### src/rtl/hex_tx_sequencer.sv
// Streams RAM words from address 0 upward into the UART transmitter, one low byte per word,
// stopping at the end-marker word or after the last valid address.
module hex_tx_sequencer #(
  parameter int                ADDR_W     = 10,
  parameter int                DATA_W     = 10,
  parameter int                MEM_DEPTH  = 1000,
  parameter logic [DATA_W-1:0] END_MARKER = DATA_W'(10'h1FF),
  parameter int                RAM_LAT    = 1
) (
  input  logic              CLK_UART_i,
  input  logic              rst_n_i,
  input  logic              start_i,
  input  logic              abort_i,
  output logic [ADDR_W-1:0] ram_addr_o,
  output logic              ram_we_o,
  input  logic [DATA_W-1:0] ram_q_i,
  input  logic              uart_busy_tx_i,
  output logic              uart_start_tx_o,
  output logic [7:0]        uart_data_o,
  output logic              busy_o,
  output logic              done_o,
  output logic              overflow_o,
  output logic [ADDR_W:0]   sent_count_o
);

  localparam int                LAT_W     = (RAM_LAT < 1) ? 1 : $clog2(RAM_LAT + 1);
  localparam logic [LAT_W-1:0]  LAT_LAST  = LAT_W'(RAM_LAT);
  localparam logic [ADDR_W-1:0] LAST_ADDR = ADDR_W'(MEM_DEPTH - 1);

  typedef enum logic [2:0] {
    S_IDLE, S_FETCH, S_CHECK, S_REQ, S_ACK, S_DRAIN, S_DONE
  } state_t;

  state_t              r_state;
  logic                r_start_lo;
  logic [ADDR_W-1:0]   r_addr;
  logic [DATA_W-1:0]   r_word;
  logic [LAT_W-1:0]    r_lat_cnt;
  logic                r_start_tx;
  logic [7:0]          r_data;
  logic                r_busy;
  logic                r_done;
  logic                r_ovf;
  logic                r_end_ovf;
  logic [ADDR_W:0]     r_count;
  logic                w_start_edge;

  // r_start_lo records that start_i was seen low, so a start held through reset cannot fire.
  assign w_start_edge = start_i & r_start_lo;

  always_ff @(posedge CLK_UART_i or negedge rst_n_i) begin
    if (!rst_n_i) begin
      r_state    <= S_IDLE;
      r_start_lo <= 1'b0;
      r_addr     <= '0;
      r_word     <= '0;
      r_lat_cnt  <= '0;
      r_start_tx <= 1'b0;
      r_data     <= '0;
      r_busy     <= 1'b0;
      r_done     <= 1'b0;
      r_ovf      <= 1'b0;
      r_end_ovf  <= 1'b0;
      r_count    <= '0;
    end else begin
      r_start_lo <= ~start_i;
      r_done     <= 1'b0;
      r_ovf      <= 1'b0;
      if (abort_i && (r_state != S_IDLE)) begin
        r_state    <= S_IDLE;
        r_start_tx <= 1'b0;
        r_busy     <= 1'b0;
      end else begin
        case (r_state)
          S_IDLE: begin
            if (w_start_edge && !abort_i) begin
              r_addr    <= '0;
              r_count   <= '0;
              r_lat_cnt <= '0;
              r_busy    <= 1'b1;
              r_state   <= S_FETCH;
            end
          end
          S_FETCH: begin
            if (r_lat_cnt == LAT_LAST) begin
              r_word  <= ram_q_i;
              r_state <= S_CHECK;
            end else begin
              r_lat_cnt <= r_lat_cnt + 1'b1;
            end
          end
          S_CHECK: begin
            if (r_word == END_MARKER) begin
              r_end_ovf <= 1'b0;
              r_state   <= S_DONE;
            end else begin
              r_data     <= r_word[7:0];
              r_start_tx <= ~uart_busy_tx_i;
              r_state    <= S_REQ;
            end
          end
          S_REQ: begin
            // Request is held until the UART shows busy; a UART busy beforehand just delays it.
            if (r_start_tx && uart_busy_tx_i) begin
              r_start_tx <= 1'b0;
              r_state    <= S_ACK;
            end else if (!uart_busy_tx_i) begin
              r_start_tx <= 1'b1;
            end
          end
          S_ACK: begin
            r_state <= S_DRAIN;
          end
          S_DRAIN: begin
            if (!uart_busy_tx_i) begin
              r_count <= r_count + 1'b1;
              if (r_addr == LAST_ADDR) begin
                r_end_ovf <= 1'b1;
                r_state   <= S_DONE;
              end else begin
                r_addr    <= r_addr + 1'b1;
                r_lat_cnt <= '0;
                r_state   <= S_FETCH;
              end
            end
          end
          S_DONE: begin
            r_done  <= ~r_end_ovf;
            r_ovf   <= r_end_ovf;
            r_busy  <= 1'b0;
            r_state <= S_IDLE;
          end
          default: begin
            r_state <= S_IDLE;
          end
        endcase
      end
    end
  end

  assign ram_addr_o      = r_addr;
  assign ram_we_o        = 1'b0;
  assign uart_start_tx_o = r_start_tx;
  assign uart_data_o     = r_data;
  assign busy_o          = r_busy;
  assign done_o          = r_done;
  assign overflow_o      = r_ovf;
  assign sent_count_o    = r_count;

endmodule

### config.mk
export PLATFORM = sky130hd
export DESIGN_NAME = hex_tx_sequencer
export DESIGN_NICKNAME = d
export VERILOG_FILES = /design/src/rtl/hex_tx_sequencer.sv
export SDC_FILE = /design/constraint.sdc
export NUM_CORES = 1
export LEC_CHECK = 0
export CAP_MARGIN = 20
export CORE_MARGIN = 2
export CORE_UTILIZATION = 52
export CTS_CLUSTER_SIZE = 20
export DETAILED_ROUTE_END_ITERATION = 16
export PLACE_DENSITY = 0.79
export SLEW_MARGIN = 15
export SYNTH_ARGS = -nofsm -noshare
export SYNTH_HDL_FRONTEND = slang
export SYNTH_SLANG_ARGS = --single-unit
### constraint.sdc
create_clock -name CLK_UART_i -period 2.2 [get_ports CLK_UART_i]
set_input_delay 0.33 -clock CLK_UART_i [delete_from_list [all_inputs] [get_ports CLK_UART_i]]
set_output_delay 0.33 -clock CLK_UART_i [all_outputs]
set_load 0.02 [all_outputs]
# Word level (Yosys, flattened, before mapping)
# Cells that the tools add are included.
[word_totals]
reg_bits = 49
output_inout_bits = 34
[op_classes]
muxes = 36
n_eq_ne = 19
reduce_logical = 20
bitwise = 6
add_sub_neg = 3
[op_table]
columns = ["cell", "n"]
rows = [
  ["$mux 10", 3],
  ["$mux 11", 2],
  ["$pmux 11 s2", 1],
  ["$mux 3", 7],
  ["$pmux 10 s2", 1],
  ["$pmux 3 s6", 1],
  ["$mux 1", 17],
  ["$ne 3x3->1 const B", 5],
  ["$reduce_and 5->1", 3],
  ["$reduce_bool 3->1", 4],
  ["$add 11x1->11 const B", 1],
  ["$add 10x1->10 const B", 1],
  ["$eq 10x10->1 const B", 1],
  ["$eq 10x9->1 const B", 1],
  ["$ne 2x2->1 const B", 5],
  ["$eq 3x3->1 const B", 3],
  ["$reduce_and 3->1", 3],
  ["$reduce_and 4->1", 2],
  ["$eq 3x2->1 const B", 2],
  ["$pmux 1 s2", 3],
  ["$not 1->1", 5],
  ["$ne 4x4->1 const B", 1],
  ["$reduce_bool 2->1", 2],
  ["$eq 3x1->1 const B", 1],
  ["other kinds (7)", 9],
]

# Depth between registers and ports, before layout
[logic_depth]
depth_word = 5
depth_mapped = 6

# Worst setup path before layout
# Ideal clock, no wire load.
[synth_timing]
path_type = "reg-to-reg"
startpoint = "register r_count[0] (netlist: sent_count_o[0])"
endpoint = "register r_count[6] (netlist: sent_count_o[6])"
stages_incl_launch_ff = 7
arrival_ns = 1.640
setup_ns = 0.078
slack_ns = 0.483
period_less_slack_ns = 1.717
path_cell_list = "dfrtp_1 ha_1 and3_1 buf_1 nand3_1 or4_1 a21oi_1"
[synth_via]
elab_chain_cells = 3
[synth_lines]
columns = ["item", "line_no", "source"]
rows = [
  ["from (decl)", "45", "logic [ADDR_W:0] r_count;"],
  ["from (signal assigned)", "116", "r_count <= r_count + 1'b1;"],
  ["$add 11x1->11", "116", ""],
  ["$mux 11", "115", "if (!uart_busy_tx_i) begin"],
  ["$pmux 11 s2", "74", "case (r_state)"],
]
# Every way passes these cells. The select of a mux whose other input is x is not followed.
# A chain may end at the register's enable or synchronous reset.

# Worst setup path in the final report
[layout_timing]
startpoint = "register r_state[1]"
endpoint = "register r_addr[2] (netlist: ram_addr_o[2])"
[layout_via]
elab_chain_cells = 4
elab_cells_between_ends = 11
cone_classes = "eq/ne (4); mux (1); bitwise (1); reduce/logical (5)"
[layout_lines]
columns = ["item", "line_no", "source"]
rows = [
  ["from (decl)", "34", "state_t r_state;"],
  ["from (signal assigned)", "53", "r_state <= S_IDLE;"],
  ["from (signal assigned)", "70", "r_state <= S_IDLE;"],
  ["from (signal assigned)", "81", "r_state <= S_FETCH;"],
  ["parallel branches: the longest is 4 deep, another holds $reduce_and 5->1", "--", ""],
  ["to (signal assigned)", "121", "r_addr <= r_addr + 1'b1;"],
  ["to (decl)", "36", "logic [ADDR_W-1:0] r_addr;"],
]
# Parallel ways; which one is timed is not known.

==> out/summary.txt <==
# IOs: 49
Main area contributors after synthesis: dfrtp_1 (47%), mux2_2 (7.7%), a21oi_1 (3.2%)
Drt first pass iters: 4
CP Buf/Inv Count: 0
Critical R2R Launch: r_state[1]
CTS Buf Count: 5
Root Driver: clkbuf_8
Post-Syn Area per Cell: 10.3 sq um
Rel. slew slack: 58.0%
Clock tree buffer depth: 2
DRC Markers: 0
Wl on met1: 2850 um
CP peak stage delay: 0.61 ns
Clk pin slew, worst setup/hold paths: 0.09 ns
Num Clock Sinks: 49
#FFs+latches synth: 49
Top sig layer: met4
VDD IR max: 0.000815 V
Crit end category: register
Cell Rows: 25
Seq pwr share: 40.8%
Pint: 0.00206 W
Biggest area consumer among synthesized cells: dfrtp_1
Post-synthesis instance total: 255
Via Count: 2259
Setup slack, reg-to-reg: 0.24 ns
Clk network pwr share: 16.9%
# H-tree levels: 2
WP data required: 2.44 ns
Antenna diodes: 0
Drt first-iter violations: 215
Worst R2R Path Depth: 4
Critical-path top delay cell: dfrtp_1
MaxCap Viol Count: 0
Placer Congestion: 0.903
Switching part of the total power: 37.5%
Crit-path leading delay family: simple AND/OR/NAND/NOR gates
Total track usage: 22.6%
Hold WC Path Type: input port to asynchronous set/reset pin
Clk_lat worst skew: 0.31 ns
Leakage: 1.37 nW
CTS tree: built
Routed wire length on met2: 2810 um
Comb power frac: 42.3%
Final hold viol count: 0
Die height: 75.0 um
Via/cell ratio: 5.94
Die Width: 75.0 um
Nets: 329
Final HPWL DP: 4320 um
Crit path from: r_state[1]
Final WS setup: 0.243 ns
Top_reg_cell synth: dfrtp_1
Cell Area, Synth: 2620 sq um
Arr. time, crit path: 2.20 ns
Startpoint Class: register
Post-synthesis sequential area ratio: 46.8%
Syn Nets: 272
Final setup fails: 0
Core Footprint: 4790 sq um
Filler Cell Count: 380
Synth top area share: 46.8%
Buffers on Ports: 47
Starting density of the core: 54.7%
Max Fclk: 0.511 GHz
Cell with the most instances after synthesis: dfrtp_1
Synth top cells by count: dfrtp_1 (49), mux2_2 (18), a21oi_1 (17)
Die area: 5620 sq um
Dpl ws: 0.0442 ns
R2r endpoint: ram_addr_o[2]
Post-CTS Setup Repair Bufs: 0
Outcome: finished, final reports clean
Initial antenna violation count: 0
Critical Path Fanout Max: 13
Syn. warnings: 0
Post-synth EDFFs: 0
Metal3 WL: 276 um
Synthesis-to-finish area growth: 26.1%
Share of cells above drive strength 1: 16.3%
Gr ovfl total: 0
CP Cell Sequence: nand3b_1, nor2_1, or4_1, a21oi_1
Largest net degree at the start of global routing: 50
Fin crit period: 1.96 ns
RSZ-0062 raised after global routing: false
Post-synthesis async set-or-reset flop share: 100%
Setup TNS: 0 ns
Power Density: 995 nW/um^2
Vias in the first global route: 2084
First-pass GRT wire length: 9760 um
Cell variety after synth: 53
Worst-Margin Slew: 0.627 ns
Post-DRT Antenna Nets: 0
WS Path Type: register to register
WL final: 5980 um
Net Switching: 0.00123 W
Worst Skew: 0.0111 ns
Final worst-path cycle share: 89.0%
Final Slew Violations: 0
Avg WL per Cell: 15.7 um
[cells in the final DEF (no fill, tap or decap), types with 4 or more instances in the layout]
cell type	netlist	final
clkdlybuf4s50_1	0	46
nand3_1	10	10
mux2i_1	6	6
inv_1	10	10
o31ai_1	11	11
dfrtp_1	49	49
clkbuf_8	0	6
a21oi_1	17	17
or3_1	4	4
nor2_1	16	16
or4_1	4	4
o41ai_1	4	4
nand4_1	7	7
nand2_1	16	16
nand2b_1	6	6
buf_4	1	13
mux2_2	18	18
o21ai_0	15	15
and3_1	6	6
[how the worst max path moves through the flow]
stage               slack (ns)               to  cells after the start
finish                    0.24    ram_addr_o[2]                      4
floorplan                 0.48  sent_count_o[6]                      6
CTS                       0.27    ram_addr_o[2]                      4
global placement          0.08    ram_addr_o[7]                      5
detailed placement        0.04    ram_addr_o[0]                      5
global route              0.06    ram_addr_o[1]                      5
[stage by stage]
stage / instances / utilization (%) / instance area, sq um / hold WS (ns) / total power (W)
after floorplan: 255 / - / 2620 / 0.0344 / 0.00221
after global placement: 372 / 66.9 / 3200 / 0.422 / 0.00270
after detailed placement: 372 / 66.9 / 3200 / 0.428 / 0.00273
after CTS: 380 / 68.9 / 3300 / 0.155 / 0.00328
after global routing: 380 / 69.0 / 3300 / 0.179 / 0.00348
final: 380 / 69.0 / 3300 / 0.117 / 0.00329
[timing repair]
action / CTS / global route
setup endpoints to repair: 0 / 1
hold buffers: 0 / 0
gates resized for setup: 0 / 1
[flip-flops by register name, summed over array words and instances (netlist names)]
| signal | count |
|---|---|
| sent_count_o | 11 |
| r_word | 10 |
| ram_addr_o | 10 |
| uart_data_o | 8 |
| r_state | 3 |
| busy_o | 1 |
| done_o | 1 |
| overflow_o | 1 |
| r_end_ovf | 1 |
| r_lat_cnt | 1 |
| r_start_lo | 1 |
| uart_start_tx_o | 1 |
[cell families after synthesis]
logic type / Yosys count / share of synthesized area, %
DFF: 49 / 46.8
AOI/OAI and AO/OA: 66 / 17.1
other: 1 / 0.143
adders and majority gates: 2 / 0.955
buffers and inverters: 20 / 3.82
and+or+nand+nor: 93 / 21.1
muxes: 24 / 10.0
[power groups by stage]
stage                     sequential, W  combinational [W]  clock [W]
after detailed placement        0.00135            0.00137          0
after floorplan                 0.00140           0.000804          0
after CTS                       0.00134            0.00138   0.000565
after global routing            0.00138            0.00150   0.000598
after global placement          0.00135            0.00135          0
final                           0.00134            0.00139   0.000557
[metal layers]
layer	track usage (%)	up-vias
met2	36.0	60
met1	32.1	1125
li1	-	1070
met5	0	-
met4	5.95	0
met3	4.02	4
[worst register-to-register path: stages (launching register included)]
cell and delay, ns:
dfrtp_1 0.61, nand3b_1 0.40, nor2_1 0.22, or4_1 0.51, a21oi_1 0.16
[layout make-up]
| cell class | count | area (sq um) | share of cell area (%) |
|---|---|---|---|
| Clock inverter | 2 | 13.8 | 0.417 |
| Multi-Input combinational cell | 186 | 1300 | 39.2 |
| Clock buffer | 6 | 82.6 | 2.50 |
| Timing Repair Buffer | 60 | 563 | 17.0 |
| Inverter | 10 | 37.5 | 1.14 |
| Tap cell | 67 | 83.8 | 2.54 |
| Sequential cell | 49 | 1230 | 37.1 |
No activity file was read; power rests on OpenSTA's default activity.
==> variant 1, RTL diff (same flow settings) <==
Set the parameter `DATA_W` to 11 (it was 10).
--- a/src/rtl/hex_tx_sequencer.sv
+++ b/src/rtl/hex_tx_sequencer.sv
@@ -2,7 +2,7 @@
 // stopping at the end-marker word or after the last valid address.
 module hex_tx_sequencer #(
   parameter int                ADDR_W     = 10,
-  parameter int                DATA_W     = 10,
+  parameter int                DATA_W     = 11,
   parameter int                MEM_DEPTH  = 1000,
   parameter logic [DATA_W-1:0] END_MARKER = DATA_W'(10'h1FF),
   parameter int                RAM_LAT    = 1
Ports: changed (resized ram_q_i); port bits go from 49 to 50. No check against the original RTL was run, so the function may have changed too.
==> variant 1 against the unedited design <==
Sequential share of layout area up 2.2 points; routed wire length down 13%; sequential cell count up 1; core utilization down 1.1 points; via count down 12%; final cell count down 8.7%; final area down 3.6%; worst setup slack worse by 0.073 ns; area after synthesis down 4.6%; non-clock buffer count down 1; critical path depth up 2; power down 14%; the flow now finishes with violations (hold timing); highest routed layer unchanged.
==> variant 1: results (changes against the unedited design) <==
metric,value,unit,change
synthTopCellsByArea,"dfrtp_1 50%, mux2_1 4.5%, o21ai_0 4.2%",,
grt_usage,0.2118,,-0.01428
hold_path.class,input port to async pin,,
grt_pass1_wl,8818,um,-9.7%
violations,hold timing,,
dp_hpwl,3812,um,-12%
max-clock-path-buffers,2,,unchanged
cts_root_buf,clkbuf_8,,
wl_per_cell,15.09,um,-4.2%
gp_congestion,0.9207,,+2.0%
p_leak,1.355,nW,-0.81%
ys_top_cells_by_count,"50 x dfrtp_1, 21 x nand2_1, 21 x o21ai_0",,
cts.clk_slew.worst_paths,0.09,ns,about the same
outcome,"complete, but fails checks",,
antenna_found_initial,0,,unchanged
irDropWorstVdd,0.6061,mV,-26%
clock_skew,0.01041,ns,-0.0007140 ns
final_nets,311,,-5.5%
syn_nets,258,,-5.1%
grt_pass1_vias,1981,,-4.9%
whs,-0.01821,ns,-0.1354 ns
dpl-instance-area,3069,um^2,-4.2%
port_buffers,48,,+2.1%
drive_gt1_frac,0.1365,,-0.02642
async_flop_share,1.000,,unchanged
htree_levels,2,,unchanged
grt_start_max_net_pins,51,,+2.0%
first_iter_violations,107,,-50%
power_switching_share,0.3132,,-0.06133
cts_setup_buffers,0,,unchanged
worstPathArrival,2.23,ns,+0.03 ns
worstSkewPairLatency,0.31,ns,about the same
first_pass_iters,4,,unchanged
hold_viol_final,22,,+22
antenna_cells,0,,unchanged
vias,1988,,-12%
yosys_warnings,0,,unchanged
yosys.cell_types.count,53,,unchanged
ys_seq_area_frac,0.5010,,+0.03277
worst_pin_slew,0.5791,ns,-0.04747 ns
crit_fanout,5,,-8
==> variant 1: cell count changes after synthesis, moves of 4 or more <==
cell / delta
o31ai_1: -9
mux2_1: +10
xnor2_1: +4
o21ai_0: +6
mux2_2: -9
mux2i_1: -6
inv_1: -7
a21oi_1: -11
nand2_1: +5
xor2_1: +4
clkbuf_1: +5
nor3_1: +4
==> variant 1: worst max-delay path: stages (launching register included) <==
cell and delay [ns]:
dfrtp_1 0.40, ha_1 0.26, nand4_1 0.17, or4_4 0.60, a211oi_1 0.27, a31oi_1 0.08, o32ai_1 0.14
==> variant 1: power groups by stage <==
stage / Clock (mW) / Sequential (mW) / Combinational [mW]
floorplan: 0 / 1.35 / 0.491
global placement: 0 / 1.29 / 0.874
detailed placement: 0 / 1.29 / 0.896
CTS: 0.672 / 1.28 / 0.900
global route: 0.707 / 1.31 / 0.962
finish: 0.669 / 1.28 / 0.894
==> variant 1: repair_timing <==
item / CTS / global route
endpoints found under the setup margin: 0 / 1
endpoints found under the hold margin: 0 / 0
resized for setup: 0 / 1
==> variant 1: cells by family (layout without fill, tap and decap cells) <==
group	Yosys count	in the layout	share of synthesized area
AND/OR/NAND/NOR	93	93	0.2124
buffers and inverters	16	69	0.03106
multiplexers	19	19	0.08567
flip-flops	50	50	0.5010
adder cells (fa/ha/maj)	2	2	0.01002
other	1	1	0.001502
XOR/XNOR	8	8	0.02805
AO/OA/AOI/OAI	51	51	0.1303
==> variant 1: worst paths after layout <==
kind                               start    endpoint  slack (ns)  cells past startpoint
max                        ram_addr_o[0]  r_state[2]        0.17                      6
min                              rst_n_i  overflow_o       -0.02                      2
max reg2reg                ram_addr_o[0]  r_state[2]        0.17                      6
min in group CLK_UART_i        r_end_ovf      done_o        0.45                      1
max in group asynchronous        rst_n_i   r_word[1]        1.98                      2
min reg2reg                    r_end_ovf      done_o        0.45                      1
==> variant 1: cell type report <==
type	count	area (um^2)
Clock buffer	6	82.58
Clock inverter	1	30.03
Fill cell	396	1506
Inverter	3	11.26
Multi-Input combinational cell	174	1172
Sequential cell	50	1251
Tap cell	54	67.56
Timing Repair Buffer	59	570.5
==> variant 1: layer usage <==
metal | wire length, um | vias to the layer above | track usage | part of all wire
met1 | 2371 | 972 | 0.2673 | 0.45
met2 | 2541 | 50 | 0.3594 | 0.49
li1 | - | 959 | - | -
met5 | 0 | - | 0 | 0
met4 | 59 | 0 | 0.05859 | 0.011
met3 | 263 | 7 | 0.05761 | 0.050
==> variant 1: per-stage QoR <==
stage | cells | worst slack [ns]
2_1_floorplan | 240 | 0.2406
3_3_place_gp | 340 | 0.1343
3_5_place_dp | 340 | 0.1029
4_1_cts | 347 | 0.1052
5_1_grt | 347 | 0.03072
6_report | 347 | 0.1692
==> variant 2, RTL diff (same settings) <==
Made on the original files. Put one more register stage on the output `sent_count_o`, cleared by the reset. The value now appears one clock later. The other outputs are not delayed to match.
--- a/src/rtl/hex_tx_sequencer.sv
+++ b/src/rtl/hex_tx_sequencer.sv
@@ -145,7 +145,13 @@
   assign busy_o          = r_busy;
   assign done_o          = r_done;
   assign overflow_o      = r_ovf;
-  assign sent_count_o    = r_count;
+  always_ff @(posedge CLK_UART_i or negedge rst_n_i) begin
+    if (!rst_n_i) begin
+      sent_count_o <= '0;
+    end else begin
+      sent_count_o <= r_count;
+    end
+  end
 
 endmodule
 
Behaviour: not the same (Yosys sat finds a counterexample within 10 cycles, from zero or initial values and one cycle with rst_n_i low).
==> variant 2 against the unedited design <==
Power grew 4.6%; sequential cell count grew 11; routed wire length grew 0.37%; worst setup slack lost 0.012 ns; fmax shrank 0.62%; final area grew 8.1%; clock power grew 68%; global-route usage shrank 0.81 points; core utilization grew 0.43 points; non-clock buffer count shrank 3; area after synthesis grew 7.0%; critical endpoint is now ram_addr_o[0]; largest power group is now registers.
==> variant 2: results (changes against the unedited design) <==
metric,value,unit,change
outcome,finished clean,,
r2r_cells,5,,+1
non_clock_buffer_area_share,0.1521,,-0.01833
clock_skew,0.008519,ns,-0.002604 ns
gp_congestion,0.8200,,-9.2%
dp.cells,368,,-1.1%
nMultiInputCombCells,173,,-7.0%
seq-cell-share,0.4206,,+0.04940
worstPathArrival,2.22,ns,+0.02 ns
clk_share,0.05152,,+0.02236
ys_top_cells_by_count,"60 x dfrtp_1, 18 x mux2_2, 18 x nand2_1, 18 x o21ai_0, 12 x a21oi_1",,
dp_hpwl,4257,um,-1.4%
instances_no_fill,385,,+1.3%
grt_usage,0.2180,,-0.008078
whs,0.4075,ns,+0.2903 ns
irDropWorstVdd,0.6261,mV,-23%
num-nonclk-buffers,57,,-5.0%
drive_gt1_frac,0.1556,,-0.007384
cts_buffers,9,,+4
syn_nets,268,,-1.5%
htree_levels,3,,+1
clkPwrFrac,0.272,,+0.103
wl_per_cell,15.60,um,-0.94%
first_iter_violations,161,,-25%
crit_fanout,17,,+4
ys_seq_area_frac,0.5357,,+0.06749
clockBufferCount,11,,+5
seqPwrFrac,0.453,,+0.045
hold_path.class,register to register,,
[variant 2: changes by cell type after synthesis, moves of 5 or more]
cell / change
and4_1: +5
a21oi_1: -5
nor2_1: -9
mux2i_1: -5
dfrtp_1: +11
[variant 2: routing by layer]
metal / vias up / GRT usage / wire, um
li1: 1068 / - / -
met1: 1102 / 0.3047 / 2774
met2: 55 / 0.3313 / 2873
met3: 14 / 0.03605 / 218
met4: 0 / 0.1107 / 138
met5: - / 0 / 0
[variant 2: through the flow]
| stage | total power [mW] | area (um^2) | setup slack, ns | util |
|---|---|---|---|---|
| final | 3.440 | 3570 | 0.2303 | 0.6945 |
| after CTS | 3.455 | 3570 | 0.2505 | 0.6945 |
| after floorplan | 2.118 | 2803 | 0.4621 | - |
| after global routing | 3.620 | 3570 | 0.06350 | 0.6945 |
| after global placement | 2.485 | 3376 | 0.03107 | 0.6568 |
| after detailed placement | 2.515 | 3376 | -0.02592 | 0.6568 |
[variant 2: repair_timing]
item | CTS | global route
endpoints found under the hold margin | 17 | 0
resized for setup | 0 | 0
hold buffers | 1 | 0
[variant 2: critical path: stages (launching register included)]
cell and delay [ns]:
dfrtp_1 0.67, and4bb_2 0.35, o21ai_0 0.39, buf_4 0.25
a21oi_1 0.06, mux2i_1 0.16
[variant 2: kinds of logic after synthesis]
logic type	count (synthesis)	share of synthesized area
AO/OA/AOI/OAI	67	0.1625
flip-flops	60	0.5357
XOR/XNOR	3	0.009377
multiplexers	19	0.07589
other	1	0.001338
adder cells (fa/ha/maj)	2	0.008927
AND/OR/NAND/NOR	81	0.1772
buffers and inverters	18	0.02902
